==> config.mk <==
export PLATFORM = sky130hd
export DESIGN_NAME = decode_stage
export DESIGN_NICKNAME = d
export VERILOG_FILES = /design/src/rtl/decode_pkg.sv /design/src/rtl/decode_lane.sv /design/src/rtl/decode_stage.sv
export SDC_FILE = /design/constraint.sdc
export NUM_CORES = 1
export LEC_CHECK = 0
export CORE_ASPECT_RATIO = 0.6
export CORE_MARGIN = 5
export CORE_UTILIZATION = 48
export DETAILED_ROUTE_END_ITERATION = 12
export PLACE_DENSITY = 0.81
export SETUP_SLACK_MARGIN = 0.5
export SYNTH_ARGS = -nofsm -noshare
export SYNTH_HDL_FRONTEND = slang
export SYNTH_SLANG_ARGS = --single-unit
==> constraint.sdc <==
create_clock -name clk -period 2 [get_ports clk]
set_input_delay 0.3 -clock clk [delete_from_list [all_inputs] [get_ports clk]]
set_output_delay 0.3 -clock clk [all_outputs]
set_load 0.1 [all_outputs]
==> src/rtl/decode_pkg.sv <==
// decode_pkg: shared definitions for the instruction decode stage.
//   - RV32 major opcode constants
//   - aluop_e        : ALU operation class carried to rename
//   - decoded_lane_t : per-lane decode result (immediate and PC are kept
//                      outside the struct because their width follows XLEN)
//   - occ_state_e    : occupancy of the two-entry output skid buffer
package decode_pkg;

    localparam logic [6:0] OPC_OP_IMM = 7'b0010011;
    localparam logic [6:0] OPC_LUI    = 7'b0110111;
    localparam logic [6:0] OPC_OP     = 7'b0110011;
    localparam logic [6:0] OPC_LOAD   = 7'b0000011;
    localparam logic [6:0] OPC_STORE  = 7'b0100011;
    localparam logic [6:0] OPC_BRANCH = 7'b1100011;
    localparam logic [6:0] OPC_JALR   = 7'b1100111;
    localparam logic [6:0] OPC_AUIPC  = 7'b0010111;
    localparam logic [6:0] OPC_JAL    = 7'b1101111;

    typedef enum logic [2:0] {
        ALU_MEM    = 3'b000,
        ALU_BRANCH = 3'b001,
        ALU_REG    = 3'b010,
        ALU_IMM    = 3'b011,
        ALU_LUI    = 3'b100,
        ALU_AUIPC  = 3'b101,
        ALU_JALR   = 3'b110,
        ALU_JAL    = 3'b111
    } aluop_e;

    typedef struct packed {
        logic [4:0] rs1;
        logic [4:0] rs2;
        logic [4:0] rd;
        aluop_e     aluop;
        logic [6:0] opcode;
        logic       fu_alu;
        logic       fu_mem;
        logic       illegal;
    } decoded_lane_t;

    typedef enum logic [1:0] {
        OCC_EMPTY = 2'd0,
        OCC_ONE   = 2'd1,
        OCC_TWO   = 2'd2
    } occ_state_e;

endpackage

==> src/rtl/decode_lane.sv <==
// decode_lane: purely combinational single-lane RV32 decoder.
// Build option: DECODE_IMM_EN adds the sign-extended immediate output imm_o;
// without it the immediate is produced downstream and the port is absent.
// Ports:
//   instr_i   : instruction word (bits [31:0] are decoded, XLEN >= 32)
//   lane_en_i : lane carries a real instruction; when low every field is zero
//   dec_o     : decoded register indices, ALUOp, opcode, FU select, illegal
//   imm_o     : sign-extended immediate (DECODE_IMM_EN only)
module decode_lane
    import decode_pkg::*;
#(
    parameter int XLEN = 32
) (
    input  logic [XLEN-1:0] instr_i,
    input  logic            lane_en_i,
    output decoded_lane_t   dec_o
`ifdef DECODE_IMM_EN
    ,
    output logic [XLEN-1:0] imm_o
`endif
);

    logic [6:0] opcode;
    assign opcode = instr_i[6:0];

    always_comb begin
        dec_o = '0;
        if (lane_en_i) begin
            dec_o.opcode = opcode;
            dec_o.fu_alu = 1'b1;
            case (opcode)
                OPC_OP_IMM: begin
                    dec_o.rs1   = instr_i[19:15];
                    dec_o.rd    = instr_i[11:7];
                    dec_o.aluop = ALU_IMM;
                end
                OPC_LUI: begin
                    dec_o.rd    = instr_i[11:7];
                    dec_o.aluop = ALU_LUI;
                end
                OPC_OP: begin
                    dec_o.rs1   = instr_i[19:15];
                    dec_o.rs2   = instr_i[24:20];
                    dec_o.rd    = instr_i[11:7];
                    dec_o.aluop = ALU_REG;
                end
                OPC_LOAD: begin
                    dec_o.rs1    = instr_i[19:15];
                    dec_o.rd     = instr_i[11:7];
                    dec_o.aluop  = ALU_MEM;
                    dec_o.fu_mem = 1'b1;
                end
                OPC_STORE: begin
                    dec_o.rs1    = instr_i[19:15];
                    dec_o.rs2    = instr_i[24:20];
                    dec_o.aluop  = ALU_MEM;
                    dec_o.fu_mem = 1'b1;
                end
                OPC_BRANCH: begin
                    dec_o.rs1   = instr_i[19:15];
                    dec_o.rs2   = instr_i[24:20];
                    dec_o.aluop = ALU_BRANCH;
                end
                OPC_JALR: begin
                    dec_o.rs1   = instr_i[19:15];
                    dec_o.rd    = instr_i[11:7];
                    dec_o.aluop = ALU_JALR;
                end
                OPC_AUIPC: begin
                    dec_o.rd    = instr_i[11:7];
                    dec_o.aluop = ALU_AUIPC;
                end
                OPC_JAL: begin
                    dec_o.rd    = instr_i[11:7];
                    dec_o.aluop = ALU_JAL;
                end
                default: begin
                    // Unknown opcode: keep only the opcode and flag it.
                    dec_o.fu_alu  = 1'b0;
                    dec_o.illegal = 1'b1;
                end
            endcase
        end
    end

`ifdef DECODE_IMM_EN
    // Immediate is first assembled as a 32-bit sign-extended value, then
    // widened to XLEN with a signed cast.
    logic [31:0] imm32;

    always_comb begin
        imm32 = '0;
        if (lane_en_i) begin
            case (opcode)
                OPC_OP_IMM, OPC_LOAD, OPC_JALR:
                    imm32 = {{20{instr_i[31]}}, instr_i[31:20]};
                OPC_STORE:
                    imm32 = {{20{instr_i[31]}}, instr_i[31:25], instr_i[11:7]};
                OPC_BRANCH:
                    imm32 = {{19{instr_i[31]}}, instr_i[31], instr_i[7],
                             instr_i[30:25], instr_i[11:8], 1'b0};
                OPC_LUI, OPC_AUIPC:
                    imm32 = {instr_i[31:12], 12'b0};
                OPC_JAL:
                    imm32 = {{11{instr_i[31]}}, instr_i[31], instr_i[19:12],
                             instr_i[20], instr_i[30:21], 1'b0};
                default:
                    imm32 = '0;
            endcase
        end
    end

    assign imm_o = XLEN'($signed(imm32));
`else
    // funct3/funct7 bits only feed the immediate, which is not built here.
    logic unused_imm_bits;
    assign unused_imm_bits = ^{instr_i[31:25], instr_i[14:12]};
`endif

endmodule

==> src/rtl/decode_stage.sv <==
// decode_stage: registered WIDTH-lane decode stage with a two-entry skid
// buffer between fetch and rename.
// Build option: DECODE_IMM_EN enables immediate generation and its head/skid
// flops; otherwise out_imm is tied to zero (port list unchanged).
// Handshake: a beat transfers on a side when valid && ready are both high at
// a rising clk edge; valid never depends on ready of the same side, and
// in_ready depends only on registered occupancy and rst_n.
// Ports:
//   clk, rst_n (sync, active low), flush (drops everything, top priority)
//   in_valid/in_ready, in_instr, in_pc, in_lane_mask : fetch side
//   out_valid/out_ready, out_* decoded fields           : rename side
module decode_stage
    import decode_pkg::*;
#(
    parameter int WIDTH = 2,
    parameter int XLEN  = 32
) (
    input  logic                  clk,
    input  logic                  rst_n,
    input  logic                  flush,
    input  logic                  in_valid,
    output logic                  in_ready,
    input  logic [WIDTH*XLEN-1:0] in_instr,
    input  logic [WIDTH*XLEN-1:0] in_pc,
    input  logic [WIDTH-1:0]      in_lane_mask,
    output logic                  out_valid,
    input  logic                  out_ready,
    output logic [WIDTH-1:0]      out_lane_valid,
    output logic [WIDTH*5-1:0]    out_rs1,
    output logic [WIDTH*5-1:0]    out_rs2,
    output logic [WIDTH*5-1:0]    out_rd,
    output logic [WIDTH*3-1:0]    out_aluop,
    output logic [WIDTH*7-1:0]    out_opcode,
    output logic [WIDTH-1:0]      out_fu_alu,
    output logic [WIDTH-1:0]      out_fu_mem,
    output logic [WIDTH-1:0]      out_illegal,
    output logic [WIDTH*XLEN-1:0] out_pc,
    output logic [WIDTH*XLEN-1:0] out_imm
);

    occ_state_e                 state_q, state_d;
    decoded_lane_t [WIDTH-1:0]  dec_in;
    decoded_lane_t [WIDTH-1:0]  head_q, head_d, skid_q, skid_d;
    logic [WIDTH*XLEN-1:0]      pc_in;
    logic [WIDTH*XLEN-1:0]      head_pc_q, head_pc_d, skid_pc_q, skid_pc_d;
    logic [WIDTH-1:0]           head_mask_q, head_mask_d, skid_mask_q, skid_mask_d;
    logic                       push, pop;
    logic                       load_head, load_skid, skid_to_head, clear_head;
`ifdef DECODE_IMM_EN
    logic [WIDTH*XLEN-1:0]      imm_in;
    logic [WIDTH*XLEN-1:0]      head_imm_q, head_imm_d, skid_imm_q, skid_imm_d;
`endif

    for (genvar i = 0; i < WIDTH; i++) begin : g_lane
        decode_lane #(.XLEN(XLEN)) u_decode_lane (
            .instr_i   (in_instr[i*XLEN +: XLEN]),
            .lane_en_i (in_lane_mask[i]),
            .dec_o     (dec_in[i])
`ifdef DECODE_IMM_EN
            ,
            .imm_o     (imm_in[i*XLEN +: XLEN])
`endif
        );
    end

    // Masked-off lanes carry no PC either.
    always_comb begin
        pc_in = '0;
        for (int i = 0; i < WIDTH; i++) begin
            if (in_lane_mask[i]) pc_in[i*XLEN +: XLEN] = in_pc[i*XLEN +: XLEN];
        end
    end

    assign in_ready  = (state_q != OCC_TWO) && rst_n;
    assign out_valid = (state_q != OCC_EMPTY);
    // An all-zero mask is still consumed (in_ready high) but never stored.
    assign push      = in_valid && in_ready && (|in_lane_mask);
    assign pop       = out_valid && out_ready;

    // Occupancy FSM: next state plus datapath load controls.
    always_comb begin
        state_d      = state_q;
        load_head    = 1'b0;
        load_skid    = 1'b0;
        skid_to_head = 1'b0;
        clear_head   = 1'b0;
        if (flush) begin
            state_d    = OCC_EMPTY;
            clear_head = 1'b1;
        end else begin
            case (state_q)
                OCC_EMPTY: begin
                    if (push) begin
                        state_d   = OCC_ONE;
                        load_head = 1'b1;
                    end
                end
                OCC_ONE: begin
                    if (push && pop) begin
                        load_head = 1'b1;
                    end else if (push) begin
                        state_d   = OCC_TWO;
                        load_skid = 1'b1;
                    end else if (pop) begin
                        state_d    = OCC_EMPTY;
                        clear_head = 1'b1;
                    end
                end
                OCC_TWO: begin
                    if (pop) begin
                        state_d      = OCC_ONE;
                        skid_to_head = 1'b1;
                    end
                end
                default: begin
                    state_d    = OCC_EMPTY;
                    clear_head = 1'b1;
                end
            endcase
        end
    end

    // Head is zeroed whenever the buffer empties so idle outputs read zero.
    always_comb begin
        head_d      = head_q;
        head_pc_d   = head_pc_q;
        head_mask_d = head_mask_q;
        skid_d      = skid_q;
        skid_pc_d   = skid_pc_q;
        skid_mask_d = skid_mask_q;
        if (clear_head) begin
            head_d      = '0;
            head_pc_d   = '0;
            head_mask_d = '0;
        end else if (load_head) begin
            head_d      = dec_in;
            head_pc_d   = pc_in;
            head_mask_d = in_lane_mask;
        end else if (skid_to_head) begin
            head_d      = skid_q;
            head_pc_d   = skid_pc_q;
            head_mask_d = skid_mask_q;
        end
        if (load_skid) begin
            skid_d      = dec_in;
            skid_pc_d   = pc_in;
            skid_mask_d = in_lane_mask;
        end
    end

    always_ff @(posedge clk) begin
        if (!rst_n) begin
            state_q     <= OCC_EMPTY;
            head_q      <= '0;
            head_pc_q   <= '0;
            head_mask_q <= '0;
            skid_q      <= '0;
            skid_pc_q   <= '0;
            skid_mask_q <= '0;
        end else begin
            state_q     <= state_d;
            head_q      <= head_d;
            head_pc_q   <= head_pc_d;
            head_mask_q <= head_mask_d;
            skid_q      <= skid_d;
            skid_pc_q   <= skid_pc_d;
            skid_mask_q <= skid_mask_d;
        end
    end

`ifdef DECODE_IMM_EN
    always_comb begin
        head_imm_d = head_imm_q;
        skid_imm_d = skid_imm_q;
        if (clear_head)        head_imm_d = '0;
        else if (load_head)    head_imm_d = imm_in;
        else if (skid_to_head) head_imm_d = skid_imm_q;
        if (load_skid)         skid_imm_d = imm_in;
    end

    always_ff @(posedge clk) begin
        if (!rst_n) begin
            head_imm_q <= '0;
            skid_imm_q <= '0;
        end else begin
            head_imm_q <= head_imm_d;
            skid_imm_q <= skid_imm_d;
        end
    end

    assign out_imm = head_imm_q;
`else
    assign out_imm = '0;
`endif

    always_comb begin
        out_rs1     = '0;
        out_rs2     = '0;
        out_rd      = '0;
        out_aluop   = '0;
        out_opcode  = '0;
        out_fu_alu  = '0;
        out_fu_mem  = '0;
        out_illegal = '0;
        for (int i = 0; i < WIDTH; i++) begin
            out_rs1[i*5 +: 5]    = head_q[i].rs1;
            out_rs2[i*5 +: 5]    = head_q[i].rs2;
            out_rd[i*5 +: 5]     = head_q[i].rd;
            out_aluop[i*3 +: 3]  = head_q[i].aluop;
            out_opcode[i*7 +: 7] = head_q[i].opcode;
            out_fu_alu[i]        = head_q[i].fu_alu;
            out_fu_mem[i]        = head_q[i].fu_mem;
            out_illegal[i]       = head_q[i].illegal;
        end
    end

    assign out_lane_valid = head_mask_q;
    assign out_pc         = head_pc_q;

endmodule

# After elaboration in Yosys (flattened, before gate mapping)
# Index checks and enable logic that the tools add are counted.
[classes]
n_shift = 0
n_mux = 44
n_div = 0
bitwise = 1
add_sub_neg = 0
n_eq_ne = 25
n_reduce_logical = 23
n_lt_le_gt_ge = 0
n_mul = 0
[op_table]
columns = ["operator", "count"]
rows = [
  ["$mux 64", 2],
  ["$mux 56", 2],
  ["$mux 32", 2],
  ["$mux 28", 2],
  ["$eq 7x6->1 const B", 6],
  ["$eq 7x7->1 const B", 6],
  ["$pmux 3 s7", 2],
  ["$mux 5", 6],
  ["$eq 7x5->1 const B", 4],
  ["$mux 1", 18],
  ["$reduce_or 9->1", 2],
  ["$eq 7x2->1 const B", 2],
  ["$mux 2", 7],
  ["$reduce_or 7->1", 2],
  ["$reduce_or 2->1", 6],
  ["$reduce_or 6->1", 2],
  ["$ne 2x2->1 const B", 4],
  ["$pmux 2 s3", 1],
  ["$reduce_or 3->1", 2],
  ["$logic_and 1x1->1", 5],
  ["$pmux 1 s2", 2],
  ["$reduce_and 4->1", 1],
  ["$reduce_bool 2->1", 2],
  ["$ne 3x3->1 const B", 1],
  ["4 further kinds", 4],
]
[totals]
memories = 0
in_bits = 135
regBits = 246
mem_bits_ro = 0
elab_cells = 130
ramBits = 0
out_inout_bits = 188
latch_bits = 0

# Logic depth before layout (Yosys ltp)
[depth]
ltp_word = 9
depth_mapped = 8
ltp_nobuf = 4

# Modules after synthesis
# From an unflattened synthesis, not the netlist that was laid out.
[unflattened]
cells_unflattened = 1390
area_unflattened_um2 = 11893.9
[modules_own_cells]
columns = ["module", "instances", "cells_per_inst", "area_per_inst_um2", "seq_area_each_um2"]
rows = [
  ["decode_stage", 1, 1288, 11095.6, 4924.7],
  ["decode_lane", 2, 51, 399.1, 0.0],
]

# Worst setup path after synthesis
# OpenSTA, ideal clock, no wires.
[synth_path]
kind = "input-to-output"
start = "input port rst_n"
end = "output port in_ready"
cell_stages = 3
slack_ns = 0.081
n_path_buf = 2
t_arrival_ns = 1.619
required_time_ns = 1.700
path_cell_list = "clkbuf_1 > buf_1 > and2_1"
[synth_between]
elab_chain_cells = 1
[synth_rtl]
columns = ["element", "line_no", "text"]
rows = [
  ["start: declaration", "decode_stage.sv:19", "input logic rst_n,"],
  ["$logic_and 1x1->1", "decode_stage.sv:74", "assign in_ready = (state_q != OCC_TWO) && rst_n;"],
  ["end: declaration", "decode_stage.sv:22", "output logic in_ready,"],
]
# No other way between the ends.

# Worst setup path in the final report
[layout_path]
start = "input port flush"
end = "register skid_pc_q[15]"
[layout_between]
elab_chain_cells = 1
[layout_rtl]
columns = ["element", "line_no", "text"]
rows = [
  ["start: declaration", "decode_stage.sv:20", "input logic flush,"],
  ["$mux 1", "decode_stage.sv:87", "if (flush) begin"],
  ["end signal: assignment", "decode_stage.sv:166", "skid_pc_q <= skid_pc_d;"],
  ["end: declaration", "decode_stage.sv:45", "logic [WIDTH*XLEN-1:0] head_pc_q, head_pc_d, skid_pc_q, skid_pc_d;"],
]
# No other way between the ends.
# A chain may end at the register's enable or synchronous reset.

==> flow_summary.yaml <==
yosys:
  synth.area.top_cells: "sky130_fd_sc_hd__dfxtp_1, sky130_fd_sc_hd__nand2_1, sky130_fd_sc_hd__a32oi_1, sky130_fd_sc_hd__nand3_1, sky130_fd_sc_hd__buf_4"
  netlist.top_cell.by_area: "sky130_fd_sc_hd__dfxtp_1"
  ys_ff_latch: 246
  yosys.cell_types.count: 60
  synthesis.area_per_instance_sq_um: 8.75
  synth_most_common_cell: "sky130_fd_sc_hd__dfxtp_1"
  post_synth_inst_count: 1245
  ys_top_cells_by_count: "sky130_fd_sc_hd__dfxtp_1, sky130_fd_sc_hd__nand2_1, sky130_fd_sc_hd__nand3_1"
  asyncSetResetFlopFracSynth_pct: 0
  synth.yosys.warnings: 0
  synth_top_flop_cell: "sky130_fd_sc_hd__dfxtp_1"
  yosysSeqAreaShare_pct: 45.2
  yosys.area.top_type_share_pct: 45.2
  synth_enable_flop_cells: 0
  synthesis.area_sq_mm: 0.0109
sta:
  slew_violations: 0
  slew_headroom_pct: 53.3
  worst_hold_slack_ns: 0.143
  timing_hold_violations_final: 0
  timing.final.ws_setup_ns: 0.267
  skew_ns: 0.0178
  setup_viol_count_final: 0
  timing.final.crit_share_pct: 86.7
  period_minus_slack_ns: 1.73
  worstMarginPinSlew_ns: 0.701
  clock.fmax_ghz: 0.577
  rsz0062_at_grt: "true"
finish:
  fin_util_pct: 72.2
  post_route_cells_drive_above_1_share_pct: 27.5
  design.final.nets: 1670
  syn2layout_area_growth_pct: 46.9
  finalInstanceArea_sq_mm: 0.0160
critical_path:
  critical_path.slowest_cell: "sky130_fd_sc_hd__clkdlybuf4s50_1"
  criticalPathCategory: "primary input to flip-flop"
  critPathMaxFanout: 12
  worst_ep_arrival_time_ns: 2.16
  timing.critical_path.required_ns: 2.43
  slowest_delay_ns: 0.49
  crit_top_cell: "sky130_fd_sc_hd__buf_12"
  critical_path.cell_chain: "clkdlybuf4s50_1 -> nand2b_4 -> nor4_4 -> buf_6 -> buf_12 -> buf_12 -> nand3_1 -> a21boi_1"
  setup.worst_path.start_class: "primary input"
  timing.critical_path.to_type: "flip-flop"
die:
  area_of_the_core_region_sq_mm: 0.0222
  die_area_sq_mm: 0.0259
  num_rows: 42
  io-pin-count: 323
  dieWidth_um: 205
  fp.dieH_um: 127
  start_util_pct: 49.1
clocking:
  cts.sinks: 246
  clock_tree.root_cell: "sky130_fd_sc_hd__clkbuf_16"
  cts_tree: "built"
  cts-hold-fix-buffers: 0
  clk_latency_ns: 0.52
  cts_buffers: 24
  clock_path_buffers: 3
  clk_transition_reported_paths_ns: 0.07
  clock_tree.htree_level_count: 1
route:
  drt-initial-drc-count: 989
  drc: 0
  wl_per_cell_um: 20.3
  wirelength_um: 37700
  detailroute.via_count: 10685
  vias_per_cell: 5.74
  first_pass_iters: 5
  postRouteAntennaNets: 0
global_routing:
  grt_pass1_vias: 9440
  antenna_violations_before_repair: 2
  pin_count_of_the_biggest_net_entering_global_routing: 83
  grt_overflow: 0
  grt_util_all_layers_pct: 24.1
  grt_pass1_wl_um: 51900
placement:
  port_buffers: 238
  pre_cts_ws_ns: -0.164
  dp_hpwl_um: 22500
  post_dp_cell_area_sq_mm: 0.0136
  gp_routability_congestion: 0.840
pwr:
  powerDensity_mw_per_mm2: 695
  leakage_nw: 5.71
  peakVddDrop_uv: 610
job:
  cap_violations: 0
hold_path:
  min_path_type: "primary input to flip-flop"
outcome:
  status: "completed"
[critical path: cells and delay by family]
kind                   cells  cell delay [ns]
AOI/OAI and AO/OA          1             0.22
and+or+nand+nor            3             0.60
buffers and inverters      4             1.02
[sequential cells by signal, indices dropped and copies added (netlist names)]
signal / count
out_aluop: 6
out_fu_alu: 2
skid_mask_q: 2
out_rd: 10
out_illegal: 2
out_lane_valid: 2
out_opcode: 14
out_rs1: 10
out_rs2: 10
skid_pc_q: 64
skid_q: 56
state_q: 2
out_pc: 64
out_fu_mem: 2
[final timing paths]
check / slack, ns / to / depth (start not counted) / startpoint
min: 0.14 / skid_q[11]$_SDFFE_PN0P_ / 3 / in_lane_mask[0]
max: 0.27 / skid_pc_q[15]$_SDFFE_PN0P_ / 8 / flush
max reg2reg: 0.27 / skid_pc_q[15]$_SDFFE_PN0P_ / 7 / state_q[1]$_SDFFE_PP0P_
min reg2reg: 0.45 / skid_pc_q[50]$_SDFFE_PN0P_ / 2 / skid_pc_q[50]$_SDFFE_PN0P_
[layout by cell type (no fill, tap or decap), types with 3 or more instances in the layout]
cell	n
sky130_fd_sc_hd__o21ai_0	7
sky130_fd_sc_hd__o2111ai_1	9
sky130_fd_sc_hd__mux2i_1	24
sky130_fd_sc_hd__dfxtp_1	244
sky130_fd_sc_hd__o21ai_1	6
sky130_fd_sc_hd__nand2_1	217
sky130_fd_sc_hd__a211oi_4	3
sky130_fd_sc_hd__buf_8	4
sky130_fd_sc_hd__a21oi_2	7
sky130_fd_sc_hd__nand3b_1	3
sky130_fd_sc_hd__a211oi_1	17
sky130_fd_sc_hd__a21boi_2	16
sky130_fd_sc_hd__and3_1	3
sky130_fd_sc_hd__nor2_1	3
sky130_fd_sc_hd__nand3_2	18
sky130_fd_sc_hd__nand3_4	6
sky130_fd_sc_hd__buf_6	38
sky130_fd_sc_hd__o22ai_1	6
sky130_fd_sc_hd__clkbuf_16	45
sky130_fd_sc_hd__clkdlybuf4s50_1	110
sky130_fd_sc_hd__buf_4	175
sky130_fd_sc_hd__nand2b_4	3
sky130_fd_sc_hd__a32oi_2	6
sky130_fd_sc_hd__a21oi_1	104
sky130_fd_sc_hd__mux2_2	6
sky130_fd_sc_hd__conb_1	64
sky130_fd_sc_hd__clkinvlp_4	3
sky130_fd_sc_hd__nor2b_1	9
sky130_fd_sc_hd__a211oi_2	13
sky130_fd_sc_hd__a21boi_0	5
sky130_fd_sc_hd__clkbuf_1	3
sky130_fd_sc_hd__o21ai_2	3
sky130_fd_sc_hd__a21boi_1	88
sky130_fd_sc_hd__buf_12	35
sky130_fd_sc_hd__a32oi_1	78
sky130_fd_sc_hd__nand3_1	99
sky130_fd_sc_hd__buf_16	6
sky130_fd_sc_hd__clkinv_2	9
[layer usage]
metal | wire length [um] | track usage (%)
met5 | 7 | 0
met4 | 562 | 4.21
met3 | 3540 | 6.86
met2 | 17400 | 37.8
met1 | 16200 | 33.9
[cell families after synthesis]
kind of cell / synth area share, %
AOI/OAI and AO/OA: 25.3
and+or+nand+nor: 16.6
DFF: 45.2
buffers and inverters: 9.90
muxes: 2.82
xor gates and xnor gates: 0.0804
other: 0.0344
[report_power, final]
| part | total [W] | internal, W | leakage (nW) | switching (W) |
|---|---|---|---|---|
| combinational | 0.00171 | 0.000523 | 3.34 | 0.00119 |
| clock | 0.00448 | 0.00250 | 0.380 | 0.00198 |
| sequential | 0.00494 | 0.00492 | 1.98 | 0.0000165 |
[metrics by stage]
step	total power, W	instances	TNS [ns]
finish	0.0111	1863	0
global route	0.0114	1862	0
CTS	0.0110	1813	0
detailed placement	0.00657	1750	-12.56
global placement	0.00656	1750	-7.10
floorplan	0.00619	1308	0
[final cells by class]
| class | count | area [sq um] |
|---|---|---|
| diodes | 2 | 5.00 |
| inverters | 1 | 3.75 |
| fillers | 1589 | 6170 |
| flip-flops and latches | 246 | 4930 |
| well taps | 308 | 385 |
| repair buffers | 390 | 4290 |
| multi-input cells | 872 | 5630 |
| clock inverters | 14 | 106 |
| clock buffers | 30 | 664 |
[timing repair]
item                                    CTS  global route
gates resized for setup                  95            98
buffers inserted                         15            26
pin swaps                                23            54
gates cloned                              4            22
endpoints found under the setup margin  251           258
Note: power is estimated with default switching activity, not from simulation.
